## src/rtl/sram_8t_rw_ctrl_if.sv

```systemverilog
// -----------------------------------------------------------------------------
// sram_8t_rw_ctrl_if
// Request/response bus between a requester and the 8T SRAM row controller.
//   req_valid / req_ready : request handshake, accepted when both are 1
//   req_we                : 1 = write, 0 = read
//   req_addr              : row address (ADDR_W bits)
//   req_wdata             : write data (DATA_W bits)
//   rsp_valid             : one-cycle completion pulse
//   rsp_rdata             : read data, held until the next read completes
//   rsp_err               : readback mismatch flag, valid with rsp_valid
// Modports: master (requester side), slave (controller side).
// -----------------------------------------------------------------------------
interface sram_8t_rw_ctrl_if #(
    parameter int DATA_W = 8,
    parameter int ADDR_W = 3
);
    logic              req_valid;
    logic              req_ready;
    logic              req_we;
    logic [ADDR_W-1:0] req_addr;
    logic [DATA_W-1:0] req_wdata;
    logic              rsp_valid;
    logic [DATA_W-1:0] rsp_rdata;
    logic              rsp_err;

    modport master (
        output req_valid, req_we, req_addr, req_wdata,
        input  req_ready, rsp_valid, rsp_rdata, rsp_err
    );

    modport slave (
        input  req_valid, req_we, req_addr, req_wdata,
        output req_ready, rsp_valid, rsp_rdata, rsp_err
    );
endinterface

```

## src/rtl/sram_8t_rw_ctrl.sv

```systemverilog
// -----------------------------------------------------------------------------
// sram_8t_rw_ctrl
// Read/write sequencer for an 8T SRAM array with separate write wordlines
// (wwl) and read wordlines (rwl). A write sets up the bitlines for one cycle,
// pulses the write wordline for WPULSE_CYC cycles and holds the bitlines one
// more cycle. A read enables the read wordline for two cycles and captures the
// column outputs on the edge leaving RD_CAP.
//
// Ports:
//   clk, rst_n : single clock, asynchronous active-low reset
//   bus        : request/response bus (sram_8t_rw_ctrl_if.slave)
//   bl         : registered bitline drive to the array columns
//   wwl, rwl   : registered one-hot write / read wordlines (2**ADDR_W rows)
//   q_col      : per-column OR of the bitcell read outputs
//
// Optional feature: define SRAM_CTRL_READ_VERIFY_EN to read every written row
// back (RB_EN, RB_CAP) and flag a mismatch on rsp_err. Without it rsp_err is 0.
// -----------------------------------------------------------------------------
module sram_8t_rw_ctrl #(
    parameter int DATA_W     = 8,
    parameter int ADDR_W     = 3,
    parameter int WPULSE_CYC = 2
) (
    input  logic                   clk,
    input  logic                   rst_n,
    sram_8t_rw_ctrl_if.slave       bus,
    output logic [DATA_W-1:0]      bl,
    output logic [(2**ADDR_W)-1:0] wwl,
    output logic [(2**ADDR_W)-1:0] rwl,
    input  logic [DATA_W-1:0]      q_col
);
    localparam int DEPTH  = 2 ** ADDR_W;
    // A zero or negative pulse width degenerates to a single-cycle pulse.
    localparam int WP_EFF = (WPULSE_CYC < 1) ? 1 : WPULSE_CYC;
    localparam int CNT_W  = (WP_EFF > 1) ? $clog2(WP_EFF) : 1;
    localparam logic [CNT_W-1:0] CNT_LAST = CNT_W'(WP_EFF - 1);

    typedef enum logic [3:0] {
        IDLE,
        SETUP,
        WPULSE,
        HOLD,
`ifdef SRAM_CTRL_READ_VERIFY_EN
        RB_EN,
        RB_CAP,
`endif
        RD_EN,
        RD_CAP,
        DONE
    } state_e;

    state_e              state_q,     state_d;
    logic [CNT_W-1:0]    cnt_q,       cnt_d;
    logic                we_q,        we_d;
    logic [ADDR_W-1:0]   addr_q,      addr_d;
    logic [DATA_W-1:0]   wdata_q,     wdata_d;
    logic [DATA_W-1:0]   bl_q,        bl_d;
    logic [DEPTH-1:0]    wwl_q,       wwl_d;
    logic [DEPTH-1:0]    rwl_q,       rwl_d;
    logic                rsp_valid_q, rsp_valid_d;
    logic [DATA_W-1:0]   rsp_rdata_q, rsp_rdata_d;
    logic                rsp_err_q,   rsp_err_d;
    logic [DEPTH-1:0]    row_sel;

    always_comb begin
        // NOTE: every signal gets a default before the case so no path through
        // this block leaves one unassigned, which would infer a latch.
        state_d     = state_q;
        cnt_d       = cnt_q;
        we_d        = we_q;
        addr_d      = addr_q;
        wdata_d     = wdata_q;
        rsp_rdata_d = rsp_rdata_q;
        rsp_err_d   = 1'b0;

        case (state_q)
            IDLE: begin
                // req_ready is 1 only here, so req_valid alone means accept.
                if (bus.req_valid) begin
                    we_d    = bus.req_we;
                    addr_d  = bus.req_addr;
                    wdata_d = bus.req_wdata;
                    state_d = bus.req_we ? SETUP : RD_EN;
                end
            end
            SETUP: begin
                cnt_d   = '0;
                state_d = WPULSE;
            end
            WPULSE: begin
                if (cnt_q == CNT_LAST) state_d = HOLD;
                else                   cnt_d   = cnt_q + 1'b1;
            end
`ifdef SRAM_CTRL_READ_VERIFY_EN
            HOLD:   state_d = RB_EN;
            RB_EN:  state_d = RB_CAP;
            RB_CAP: begin
                // Flag is produced only on the edge into DONE, so it is
                // high for the single rsp_valid cycle and 0 elsewhere.
                rsp_err_d = (q_col != wdata_q);
                state_d   = DONE;
            end
`else
            HOLD:   state_d = DONE;
`endif
            RD_EN:  state_d = RD_CAP;
            RD_CAP: begin
                rsp_rdata_d = q_col;
                state_d     = DONE;
            end
            DONE:    state_d = IDLE;
            default: state_d = IDLE;
        endcase

        // Outputs are registered from the next state, so each wordline and
        // bitline flop changes on the same edge the FSM enters its state.
        row_sel     = DEPTH'(1) << addr_d;
        bl_d        = (state_d == SETUP || state_d == WPULSE || state_d == HOLD)
                      ? wdata_d : '0;
        wwl_d       = (state_d == WPULSE) ? row_sel : '0;
        rwl_d       = '0;
        if (state_d == RD_EN || state_d == RD_CAP) rwl_d = row_sel;
`ifdef SRAM_CTRL_READ_VERIFY_EN
        if (state_d == RB_EN || state_d == RB_CAP) rwl_d = row_sel;
`endif
        rsp_valid_d = (state_d == DONE);
    end

    // NOTE: sequential state uses non-blocking assignments only, so every
    // flop samples pre-edge values regardless of statement order.
    always_ff @(posedge clk or negedge rst_n) begin
        if (!rst_n) begin
            state_q     <= IDLE;
            cnt_q       <= '0;
            we_q        <= 1'b0;
            addr_q      <= '0;
            wdata_q     <= '0;
            bl_q        <= '0;
            wwl_q       <= '0;
            rwl_q       <= '0;
            rsp_valid_q <= 1'b0;
            rsp_rdata_q <= '0;
            rsp_err_q   <= 1'b0;
        end else begin
            state_q     <= state_d;
            cnt_q       <= cnt_d;
            we_q        <= we_d;
            addr_q      <= addr_d;
            wdata_q     <= wdata_d;
            bl_q        <= bl_d;
            wwl_q       <= wwl_d;
            rwl_q       <= rwl_d;
            rsp_valid_q <= rsp_valid_d;
            rsp_rdata_q <= rsp_rdata_d;
            rsp_err_q   <= rsp_err_d;
        end
    end

    assign bus.req_ready = (state_q == IDLE);
    assign bus.rsp_valid = rsp_valid_q;
    assign bus.rsp_rdata = rsp_rdata_q;
    assign bus.rsp_err   = rsp_err_q;
    assign bl            = bl_q;
    assign wwl           = wwl_q;
    assign rwl           = rwl_q;

    // we_q is kept for debug visibility of the in-flight request type.
    logic unused_we;
    assign unused_we = we_q;
endmodule
```

## src/flat_wrapper.sv

```systemverilog
// flat-port wrapper written by rule: the top's interface ports become plain ports
module sram_8t_rw_ctrl_flat 
#(
    parameter int DATA_W     = 8,
    parameter int ADDR_W     = 3,
    parameter int WPULSE_CYC = 2
)
  (clk, rst_n, bl, wwl, rwl, q_col, bus_req_valid, bus_req_we, bus_req_addr, bus_req_wdata, bus_req_ready, bus_rsp_valid, bus_rsp_rdata, bus_rsp_err);
  sram_8t_rw_ctrl_if #(.DATA_W(DATA_W), .ADDR_W(ADDR_W)) bus_i ();
  input  logic clk;
  input  logic rst_n;
  output logic [DATA_W-1:0] bl;
  output logic [(2**ADDR_W)-1:0] wwl;
  output logic [(2**ADDR_W)-1:0] rwl;
  input  logic [DATA_W-1:0] q_col;
  input wire logic [$bits(bus_i.req_valid)-1:0] bus_req_valid;
  input wire logic [$bits(bus_i.req_we)-1:0] bus_req_we;
  input wire logic [$bits(bus_i.req_addr)-1:0] bus_req_addr;
  input wire logic [$bits(bus_i.req_wdata)-1:0] bus_req_wdata;
  output wire logic [$bits(bus_i.req_ready)-1:0] bus_req_ready;
  output wire logic [$bits(bus_i.rsp_valid)-1:0] bus_rsp_valid;
  output wire logic [$bits(bus_i.rsp_rdata)-1:0] bus_rsp_rdata;
  output wire logic [$bits(bus_i.rsp_err)-1:0] bus_rsp_err;
  assign bus_i.req_valid = bus_req_valid;
  assign bus_i.req_we = bus_req_we;
  assign bus_i.req_addr = bus_req_addr;
  assign bus_i.req_wdata = bus_req_wdata;
  assign bus_req_ready = bus_i.req_ready;
  assign bus_rsp_valid = bus_i.rsp_valid;
  assign bus_rsp_rdata = bus_i.rsp_rdata;
  assign bus_rsp_err = bus_i.rsp_err;
  sram_8t_rw_ctrl #(.DATA_W(DATA_W), .ADDR_W(ADDR_W), .WPULSE_CYC(WPULSE_CYC)) u_core (.clk(clk), .rst_n(rst_n), .bus(bus_i), .bl(bl), .wwl(wwl), .rwl(rwl), .q_col(q_col));
endmodule
```

## config.mk

```make
export PLATFORM = sky130hd
export DESIGN_NAME = sram_8t_rw_ctrl_flat
export DESIGN_NICKNAME = d
export VERILOG_FILES = /design/src/rtl/sram_8t_rw_ctrl_if.sv /design/src/rtl/sram_8t_rw_ctrl.sv /design/src/flat_wrapper.sv
export SDC_FILE = /design/constraint.sdc
export NUM_CORES = 1
export LEC_CHECK = 0
export ABC_AREA = 1
export BUFFER_PORTS_ARGS = -buffer_cell sky130_fd_sc_hd__buf_2
export CAP_MARGIN = 10
export CORE_MARGIN = 5
export CORE_UTILIZATION = 57
export CTS_BUF_LIST = sky130_fd_sc_hd__clkbuf_4
export CTS_CLUSTER_SIZE = 25
export DETAILED_ROUTE_END_ITERATION = 8
export GPL_TIMING_DRIVEN = 0
export PLACE_DENSITY = 0.92
export SYNTH_ARGS = -nofsm -noshare
export SYNTH_HDL_FRONTEND = slang
export SYNTH_SLANG_ARGS = --single-unit
export TNS_END_PERCENT = 50
```

## constraint.sdc

```tcl
create_clock -name clk -period 3.6 [get_ports clk]
set_input_delay 0.72 -clock clk [delete_from_list [all_inputs] [get_ports clk]]
set_output_delay 0.72 -clock clk [all_outputs]
set_load 0.01 [all_outputs]
```

* Word-level counts from Yosys, hierarchy flattened
Index checks and enable logic that the tools add are counted.
Operators by class: eq/ne operators 11, multiplexer cells 13, div/mod/pow operators 0, bitwise gates (word level) 0, magnitude comparators 0, reduce and logical (&&, ||, !) cells 6, multiply operators 0, add/sub/neg operators 1, shift operators 1
Operator list (count):
- $mux W8 | 5
- $eq A4 B3 Y1 const B | 5
- $pmux W4 S5 | 1
- $eq A4 B2 Y1 const B | 4
- $mux W3 | 3
- $eq A4 B1 Y1 const B | 2
- $mux W4 | 2
- $shl A1 B3 Y8 const A | 1
- $logic_not A4 Y1 | 1
- $logic_or A1 B1 Y1 | 3
- $pmux W1 S2 | 1
- $reduce_bool A2 Y1 | 1
- $reduce_or A2 Y1 | 1
- $add A1 B1 Y1 const B | 1
- $mux W1 | 1
Word-level totals: register bits 49, memories 0, bits in latches 0, bits of input ports 23, memory bits (writable) 0, word-level logic and storage cells 41, ROM bits 0, output and inout bits 35

* Depth between registers and ports, before layout
Gate-level depths: netlist of run 1.
depth after elaboration 7, gate-level depth with buffers 8, depth with buffers taken out 8

* Worst setup path before layout of run 1
Ideal clock, no wire load.
path kind flip-flop to output port, start reg u_core.state_q[0], end out bus_req_ready, stages on the path, launching flop included 4, required time 2.880 ns, slack 2.066 ns, buffers on the path 0, data arrival time 0.814 ns, cell sequence dfrtp_1 > nor2_4 > nand2_4 > inv_4
Between the ends: longest elaborated chain between the ends 1
RTL lines:
- start, declared | line sram_8t_rw_ctrl.sv:52 | state_e state_q, state_d;
- start signal, assigned | line sram_8t_rw_ctrl.sv:145 | state_q <= state_d;
- $logic_not A4 Y1 | line sram_8t_rw_ctrl.sv:159 | assign bus.req_ready = (state_q == IDLE);
- end, declared | line flat_wrapper.sv:20 | output wire logic [$bits(bus_i.req_ready)-1:0] bus_req_ready;
Every way passes these cells.

* Final worst setup path of run 1
Ends and elaborated chain as after synthesis.

==> results.sh, run 1 <==
export IMPL_grt_first_pass_wirelength_um=6886
export IMPL_critical_path_cell_chain="nor2_4 -> nand2_4 -> inv_4 -> buf_2"
export IMPL_cp_arrival_ps=1410
export IMPL_placeableCoreArea_um2=3390
export IMPL_design_final_nets=276
export IMPL_postCtsResizedCells=0
export IMPL_powerDensity_nw_per_um2=784.6
export IMPL_timing_max_cap_violations=0
export IMPL_timing_final_setup_violations=0
export IMPL_wire_per_inst_um=12.81
export IMPL_floorplan_die_width_um=69.41
export IMPL_final_fill_count=241
export IMPL_share_of_layout_cells_above_drive_strength_1_pct=41.34
export IMPL_total_inserted_antenna_cells=0
export IMPL_hold_path_cell_count=2
export IMPL_synth_enable_flop_cells=0
export IMPL_critPathSlowestCell="dfrtp_1"
export IMPL_detail_route_iter0_violations=76
export IMPL_stdcell_count=300
export IMPL_tcrit_tclk_final_pct=59.21
export IMPL_dpl_worst_slack_ps=1813
export IMPL_run_status="finished clean"
export IMPL_place_gp_congestion=0.8376
export IMPL_holdWs_ps=501.4
export IMPL_hpwl_um=2897
export IMPL_postSynthCellCount=189
export IMPL_crit_cells=4
export IMPL_power_leakage_nw=1.351
export IMPL_first_global_vias=1493
export IMPL_cp_startpoint="u_core.state_q[0]"
export IMPL_timing_critical_path_max_delay_family="flip-flops"
export IMPL_gr_usage_met3_pct=6.087
export IMPL_finClkSkew_ps=5.697
export IMPL_yosys_area_top_type="dfrtp_1"
export IMPL_route_detailed_drc=0
export IMPL_worst_ir_drop_on_vdd_mv=0.5003
export IMPL_detail_route_antenna_nets=0
export IMPL_post_synth_top_count_cell="dfrtp_1"
export IMPL_route_detailed_vias_per_inst=4.893
export IMPL_synth_top_area_share_pct=60.95
export IMPL_dpl_cell_count=292
export IMPL_critical_path_endpoint="bus_req_ready"
export IMPL_clock_fmax_ghz=0.4691
export IMPL_detail_route_first_pass_iterations=4
export IMPL_h_tree_depth=2
export IMPL_crit_reg_reg_endpoint="u_core.rwl[1]"
export IMPL_synth_cells_most_frequent="dfrtp_1, nor2_1, nand2_1"
export IMPL_rsz0062_at_grt="false"
export IMPL_grt_start_max_net_pins=50
export IMPL_post_cts_hold_buffer_count=0
export IMPL_count_of_pins_on_the_block_boundary=58
export IMPL_worstMarginPinSlew_ps=1022
export IMPL_synth_cell_type_count=25
export IMPL_syn_area_um2=2012
export IMPL_min_delay_path_class="flip-flop to flip-flop"
export IMPL_cts_root_to_sink_buffers=2
export IMPL_ff2ff_setup_slack_ps=2130
export IMPL_grt_busiest_layer="met2"
export IMPL_route_final_wire_length_um=3844
export IMPL_io_buffer_count=56
export IMPL_cts_tree="done"
export IMPL_critPathRequiredTime_ps=2880
export IMPL_die_area_um2=4818
export IMPL_cts_root_buf="clkbuf_4"
export IMPL_synth_seq_area_share_pct=60.95
export IMPL_flow_area_growth_from_synthesis_pct=22.26
export IMPL_critPathCaptureType="output pin"
export IMPL_worst_slack_ps=1468
export IMPL_initial_core_util_pct=59.36
export IMPL_post_synth_main_area_contributors="dfrtp_1, nor2_1, mux2_2"
export IMPL_critical_path_buf_inv_count=2
export IMPL_global_route_usage_met1_pct=22.80
export IMPL_critical_path_startpoint_type="flip-flop"
export IMPL_regToRegStartpoint="u_core.state_q[0]"
export IMPL_num_rows=21
export IMPL_met2_global_route_usage_pct=28.50
export IMPL_number_of_clock_buffers_inserted_by_tritoncts=5
export IMPL_worst_setup_hold_path_clk_slew_ps=140
export IMPL_die_h_um=69.41
export IMPL_final_sum_of_negative_setup_slack_ps=0
export IMPL_postSynth_topFlopCell="dfrtp_1"
export IMPL_path_max_fanout=6
export IMPL_gr_usage_all_layers_pct=17.75
export IMPL_timing_worst_setup_path_type="flip-flop to output pin"
export IMPL_route_vias_total=1468
export IMPL_finalHoldViolations=0
export IMPL_timing_final_crit_period_ps=2132
export IMPL_ys_warnings_count=0
export IMPL_yosys_register_bits=49
export IMPL_crit_path_max_incr_delay_ps=460
export IMPL_clock_sinks=49
export IMPL_antenna_found_initial=0
export IMPL_postSynthAreaPerCell_um2=10.65
export IMPL_async_reset_ff_share_pct=100.0
export IMPL_maxSlewViolCount=0
export IMPL_cts_setup_buffers=0
export IMPL_grt_overflow_total=0
export IMPL_ff2ff_path_depth=7
export IMPL_clk_latency_ps=360
export IMPL_max_slew_margin_rel_pct=31.85
[power breakdown]
group	internal [mW]	switching (mW)	leakage (nW)
sequential	0.715	0.0795	0.628
combinational	0.273	0.467	0.667
clock	0.219	0.177	0.0558
[cell type report]
class	count	area, um^2	area share (%)
buffer	4	37.54	1.526
sequential	49	1226	49.85
tap	46	57.56	2.340
clock inverter	3	68.82	2.798
clock buffer	5	37.54	1.526
timing repair buffer	56	280.3	11.39
multi-input combinational	112	654.4	26.60
inverter	25	97.59	3.967
[layout by cell type, fill, tap and decap left out, drive strengths merged]
master  instances
conb            2
inv            25
nor2           35
nand2          30
o21ai          13
clkinv          1
dfrtp          49
a21oi           1
buf            60
clkbuf          5
or2             8
nand4           2
mux2            8
nand3          13
bufinv          2
[kinds of logic after synthesis]
| family | count (synthesis) | share of synthesized area (%) |
|---|---|---|
| and+or+nand+nor | 88 | 22.70 |
| DFF | 49 | 60.95 |
| buffers and inverters | 29 | 6.716 |
| AOI/OAI and AO/OA | 14 | 4.975 |
| muxes | 8 | 4.478 |
| other | 1 | 0.1864 |
[worst min-delay path by stage]
| stage | from | endpoint | slack, ps |
|---|---|---|---|
| 6_report | u_core.wdata_q[2] | u_core.wdata_q[2] | 500 |
| 5_1_grt | u_core.wdata_q[2] | u_core.wdata_q[2] | 510 |
| 4_1_cts | u_core.wdata_q[2] | u_core.wdata_q[2] | 500 |
| 3_5_place_dp | u_core.wdata_q[2] | u_core.wdata_q[2] | 470 |
| 3_3_place_gp | u_core.wdata_q[3] | u_core.wdata_q[3] | 460 |
| 2_1_floorplan | rst_n | u_core.addr_q[0] | 420 |
[stage by stage]
step                      area [um^2]  total power [mW]  util (%)
after floorplan                  2016             1.322         -
after global placement           2354             1.508     69.44
after detailed placement         2354             1.550     69.44
after CTS                        2460             1.942     72.57
after global routing             2460             2.071     72.57
final                            2460             1.930     72.57
[metal layers]
metal	vias up	part of all wire [%]
met4	0	0.65
met1	685	41
li1	715	-
met5	-	0
met3	4	8.6
met2	64	50
[worst register-to-register path: stages (launching register included)]
cell     delay, ps
dfrtp_1        460
nor2_4         260
nand3_4        130
buf_6          160
nand2_1         50
nand2_1        100
nand3_1        130
nor2_1          60
[sequential cells by signal, indices dropped and copies added (netlist names)]
name	cells
u_core.bl	8
u_core.state_q	4
u_core.bus.rsp_rdata	8
u_core.bus.rsp_valid	1
u_core.rwl	8
u_core.cnt_q	1
u_core.wdata_q	8
u_core.wwl	8
u_core.addr_q	3
Power figures use the tool's default switching activity.
==> inputs of run 2 (changes only) <==
--- a/config.mk
+++ b/config.mk
@@ -5,16 +5,16 @@
 export SDC_FILE = /design/constraint.sdc
 export NUM_CORES = 1
 export LEC_CHECK = 0
-export ABC_AREA = 1
+export ABC_AREA = 0
 export BUFFER_PORTS_ARGS = -buffer_cell sky130_fd_sc_hd__buf_2
 export CAP_MARGIN = 10
 export CORE_MARGIN = 5
-export CORE_UTILIZATION = 57
+export CORE_UTILIZATION = 53
 export CTS_BUF_LIST = sky130_fd_sc_hd__clkbuf_4
 export CTS_CLUSTER_SIZE = 25
 export DETAILED_ROUTE_END_ITERATION = 8
 export GPL_TIMING_DRIVEN = 0
-export PLACE_DENSITY = 0.92
+export PLACE_DENSITY = 0.86
 export SYNTH_ARGS = -nofsm -noshare
 export SYNTH_HDL_FRONTEND = slang
 export SYNTH_SLANG_ARGS = --single-unit
==> constraint.sdc (replaced) <==
create_clock -name clk -period 2 [get_ports clk]
set_input_delay 0.4 -clock clk [delete_from_list [all_inputs] [get_ports clk]]
set_output_delay 0.4 -clock clk [all_outputs]
set_load 0.01 [all_outputs]
==> run 2 against run 1 <==
Compared with the run above:
- cell count is 3.3% lower
- sequential share of layout area increased by 0.10 points
- die area increased by 6.4%
- total power is 25% higher
- non-clock buffer count rose by 10
- clock power grew 13%
- sequential power rose by 60%
- global-route usage rose by 1.0 points
- critical endpoint unchanged
==> results.sh, run 2 <==
export IMPL_run_status="finished clean"
export IMPL_timing_max_cap_violations=0
export IMPL_synth_enable_flop_cells=0
export IMPL_synthAdderAreaFrac_pct=0
export IMPL_worstMarginPinSlew_ps=1044
export IMPL_holdWs_ps=202.9
export IMPL_ys_warnings_count=0
export IMPL_cp_startpoint="u_core.state_q[0]"
export IMPL_clk_latency_ps=360
export IMPL_gr_usage_all_layers_pct=18.74
export IMPL_synthSimpleGateAreaFrac_pct=13.32
export IMPL_synth_seq_area_share_pct=60.98
export IMPL_critical_path_buf_inv_count=2
export IMPL_h_tree_depth=2
export IMPL_critical_path_cell_chain="or4_4 -> clkinv_8 -> buf_6"
export IMPL_synth_cell_type_count=37
export IMPL_finish_utilization_pct=67.05
export IMPL_powerDensity_nw_per_um2=985.4
export IMPL_stdcell_count=290
export IMPL_timing_final_setup_violations=0
export IMPL_initial_core_util_pct=54.92
export IMPL_yosys_area_top_type="dfrtp_1"
export IMPL_route_final_wire_length_um=4502
export IMPL_grt_overflow_total=0
export IMPL_design_final_nets=264
export IMPL_post_cts_hold_buffer_count=0
export IMPL_p_seq_share_pct=52.7
export IMPL_place_gp_congestion=0.7823
export IMPL_async_reset_ff_share_pct=100.0
export IMPL_critical_path_startpoint_type="flip-flop"
export IMPL_postSynthCellCount=175
export IMPL_cp_arrival_ps=1550
export IMPL_crit_path_max_incr_delay_ps=610
export IMPL_dpl_worst_slack_ps=-155.7
export IMPL_postSynth_topFlopCell="dfrtp_1"
export IMPL_detail_route_first_pass_iterations=4
export IMPL_number_of_clock_buffers_inserted_by_tritoncts=5
export IMPL_final_fill_count=307
export IMPL_route_vias_total=1614
export IMPL_die_area_um2=5126
export IMPL_dpl_cell_area_um2=2355
export IMPL_die_h_um=71.60
export IMPL_io_buffer_count=56
export IMPL_hpwl_um=3046
export IMPL_detail_route_iter0_violations=116
export IMPL_intPower_mw=1.631
export IMPL_netSwitchingPower_uw=788.4
export IMPL_post_synth_top_count_cell="dfrtp_1"
export IMPL_critPathSlowestCell="or4_4"
export IMPL_largest_family_of_logic_cells_by_synthesized_area="compound AO/OA/AOI/OAI gates"
export IMPL_share_of_layout_cells_above_drive_strength_1_pct=37.19
export IMPL_finalHoldViolations=0
export IMPL_rsz0062_at_grt="true"
export IMPL_timing_critical_path_max_delay_family="simple AND/OR/NAND/NOR gates"
export IMPL_post_route_cell_area_um2=2455
export IMPL_cts_root_buf="clkbuf_4"
export IMPL_postSynthAreaPerCell_um2=11.49
export IMPL_yosys_register_bits=49
export IMPL_floorplan_die_width_um=71.60
export IMPL_power_switching_share_pct=32.59
export IMPL_worst_setup_hold_path_clk_slew_ps=130
export IMPL_worst_slack_ps=49.18
export IMPL_synth_compound_area_share_pct=15.12
export IMPL_regArea_um2=1226
export IMPL_critPathCaptureType="output pin"
export IMPL_path_max_fanout=3
export IMPL_grt_start_max_net_pins=50
export IMPL_post_synth_xor_area_fraction_pct=0.4356
export IMPL_detail_route_antenna_nets=0
export IMPL_num_rows=22
export IMPL_dpl_cell_count=280
export IMPL_total_inserted_antenna_cells=0
export IMPL_first_global_vias=1655
export IMPL_timing_worst_setup_path_type="flip-flop to output pin"
export IMPL_most_common_library_cell_in_the_layout_ignoring_fill_and_taps="buf_2"
export IMPL_regToRegStartpoint="u_core.state_q[0]"
export IMPL_critPathRequiredTime_ps=1600
export IMPL_wire_per_inst_um=15.52
export IMPL_cts_root_to_sink_buffers=2
export IMPL_route_detailed_drc=0
export IMPL_post_synth_main_area_contributors="dfrtp_1, a21oi_1, mux2_2"
export IMPL_share_comb_of_total_power_pct=28.9
export IMPL_final_sum_of_negative_setup_slack_ps=0
export IMPL_clock_sinks=49
export IMPL_antenna_found_initial=0
export IMPL_max_slew_margin_rel_pct=30.41
export IMPL_finClkSkew_ps=7.869
export IMPL_syn_area_um2=2011
export IMPL_clock_fmax_ghz=0.5126
export IMPL_synth_top_area_share_pct=60.98
export IMPL_cts_tree="done"
export IMPL_tcrit_tclk_final_pct=97.54
export IMPL_flow_area_growth_from_synthesis_pct=22.09
export IMPL_muxShareOfSynthArea_pct=6.161
export IMPL_timing_final_crit_period_ps=1951
export IMPL_min_delay_path_class="primary input to async pin"
export IMPL_count_of_pins_on_the_block_boundary=58
export IMPL_maxSlewViolCount=0
export IMPL_most_common_layout_cells="buf_2, dfrtp_1, a21oi_1"
export IMPL_grt_first_pass_wirelength_um=7569
export IMPL_footprint_of_the_multi_input_gates_um2=723.2
export IMPL_total_power_mw=2.419
export IMPL_placeableCoreArea_um2=3661
export IMPL_synth_cells_most_frequent="dfrtp_1, a21oi_1, nand2_1"
export IMPL_power_frac_clock_pct=18.4
export IMPL_route_detailed_vias_per_inst=5.566
export IMPL_power_leakage_nw=1.228
export IMPL_worst_ir_drop_on_vdd_mv=0.6163
## run 2: changes by cell type after synthesis, moves of 7 or more
cell,delta
a21oi_1,+26
nand2_1,-12
inv_1,-18
nor2_1,-26
o21ai_2,-7
or2_0,-7
## run 2: cells by family (layout without fill, tap and decap cells)
logic type / Yosys count / count (layout)
XOR/XNOR: 1 / 1
AND/OR/NAND/NOR: 47 / 47
flip-flops: 49 / 49
buffers and inverters: 16 / 82
other: 1 / 2
multiplexers: 11 / 11
AO/OA/AOI/OAI: 50 / 50
## run 2: path summary, 6_finish.rpt
kind	end	depth (start not counted)	slack (ps)
min reg2reg	u_core.wdata_q[1]	2	500
max in group asynchronous	u_core.bus.rsp_rdata[4]	1	1160
max	bus_req_ready	3	50
min	u_core.rwl[4]	1	200
max reg2reg	u_core.wwl[6]	4	80
min in group clk	u_core.bus.rsp_rdata[3]	2	260
## run 2: cell type report
cell class / instances / area share (%)
Clock buffer: 6 / 1.835
Multi-Input combinational cell: 111 / 29.46
Inverter: 4 / 1.121
Timing Repair Buffer: 61 / 13.20
Buffer: 9 / 1.580
Tap cell: 48 / 2.446
Clock inverter: 2 / 0.4077
Sequential cell: 49 / 49.95
## run 2: timing repair
| action | CTS | global route |
|---|---|---|
| buffers inserted | 3 | 2 |
| pin swaps | 1 | 2 |
| resized for setup | 13 | 1 |
| setup endpoints to repair | 8 | 24 |
## run 2: power groups by stage
stage               clock [mW]  combinational [mW]  sequential, mW
CTS                      0.455               0.706            1.27
global placement             0               0.640            1.28
global route             0.505               0.771            1.30
finish                   0.446               0.699            1.27
floorplan                    0               0.372            1.33
detailed placement           0               0.664            1.29
## run 2: worst reg2reg max path, stage by stage, from the launching register on
cell and delay (ps):
dfrtp_1 410, or4_4 610, buf_4 190, or4_4 500
a21oi_2 140
## run 2: layer usage
| layer | GRT usage [%] | wire length (um) | vias up |
|---|---|---|---|
| met1 | 24.15 | 1872 | 772 |
| li1 | - | - | 766 |
| met5 | 0 | 0 | - |
| met2 | 30.41 | 2239 | 67 |
| met4 | 6.472 | 78 | 0 |
| met3 | 5.330 | 312 | 9 |
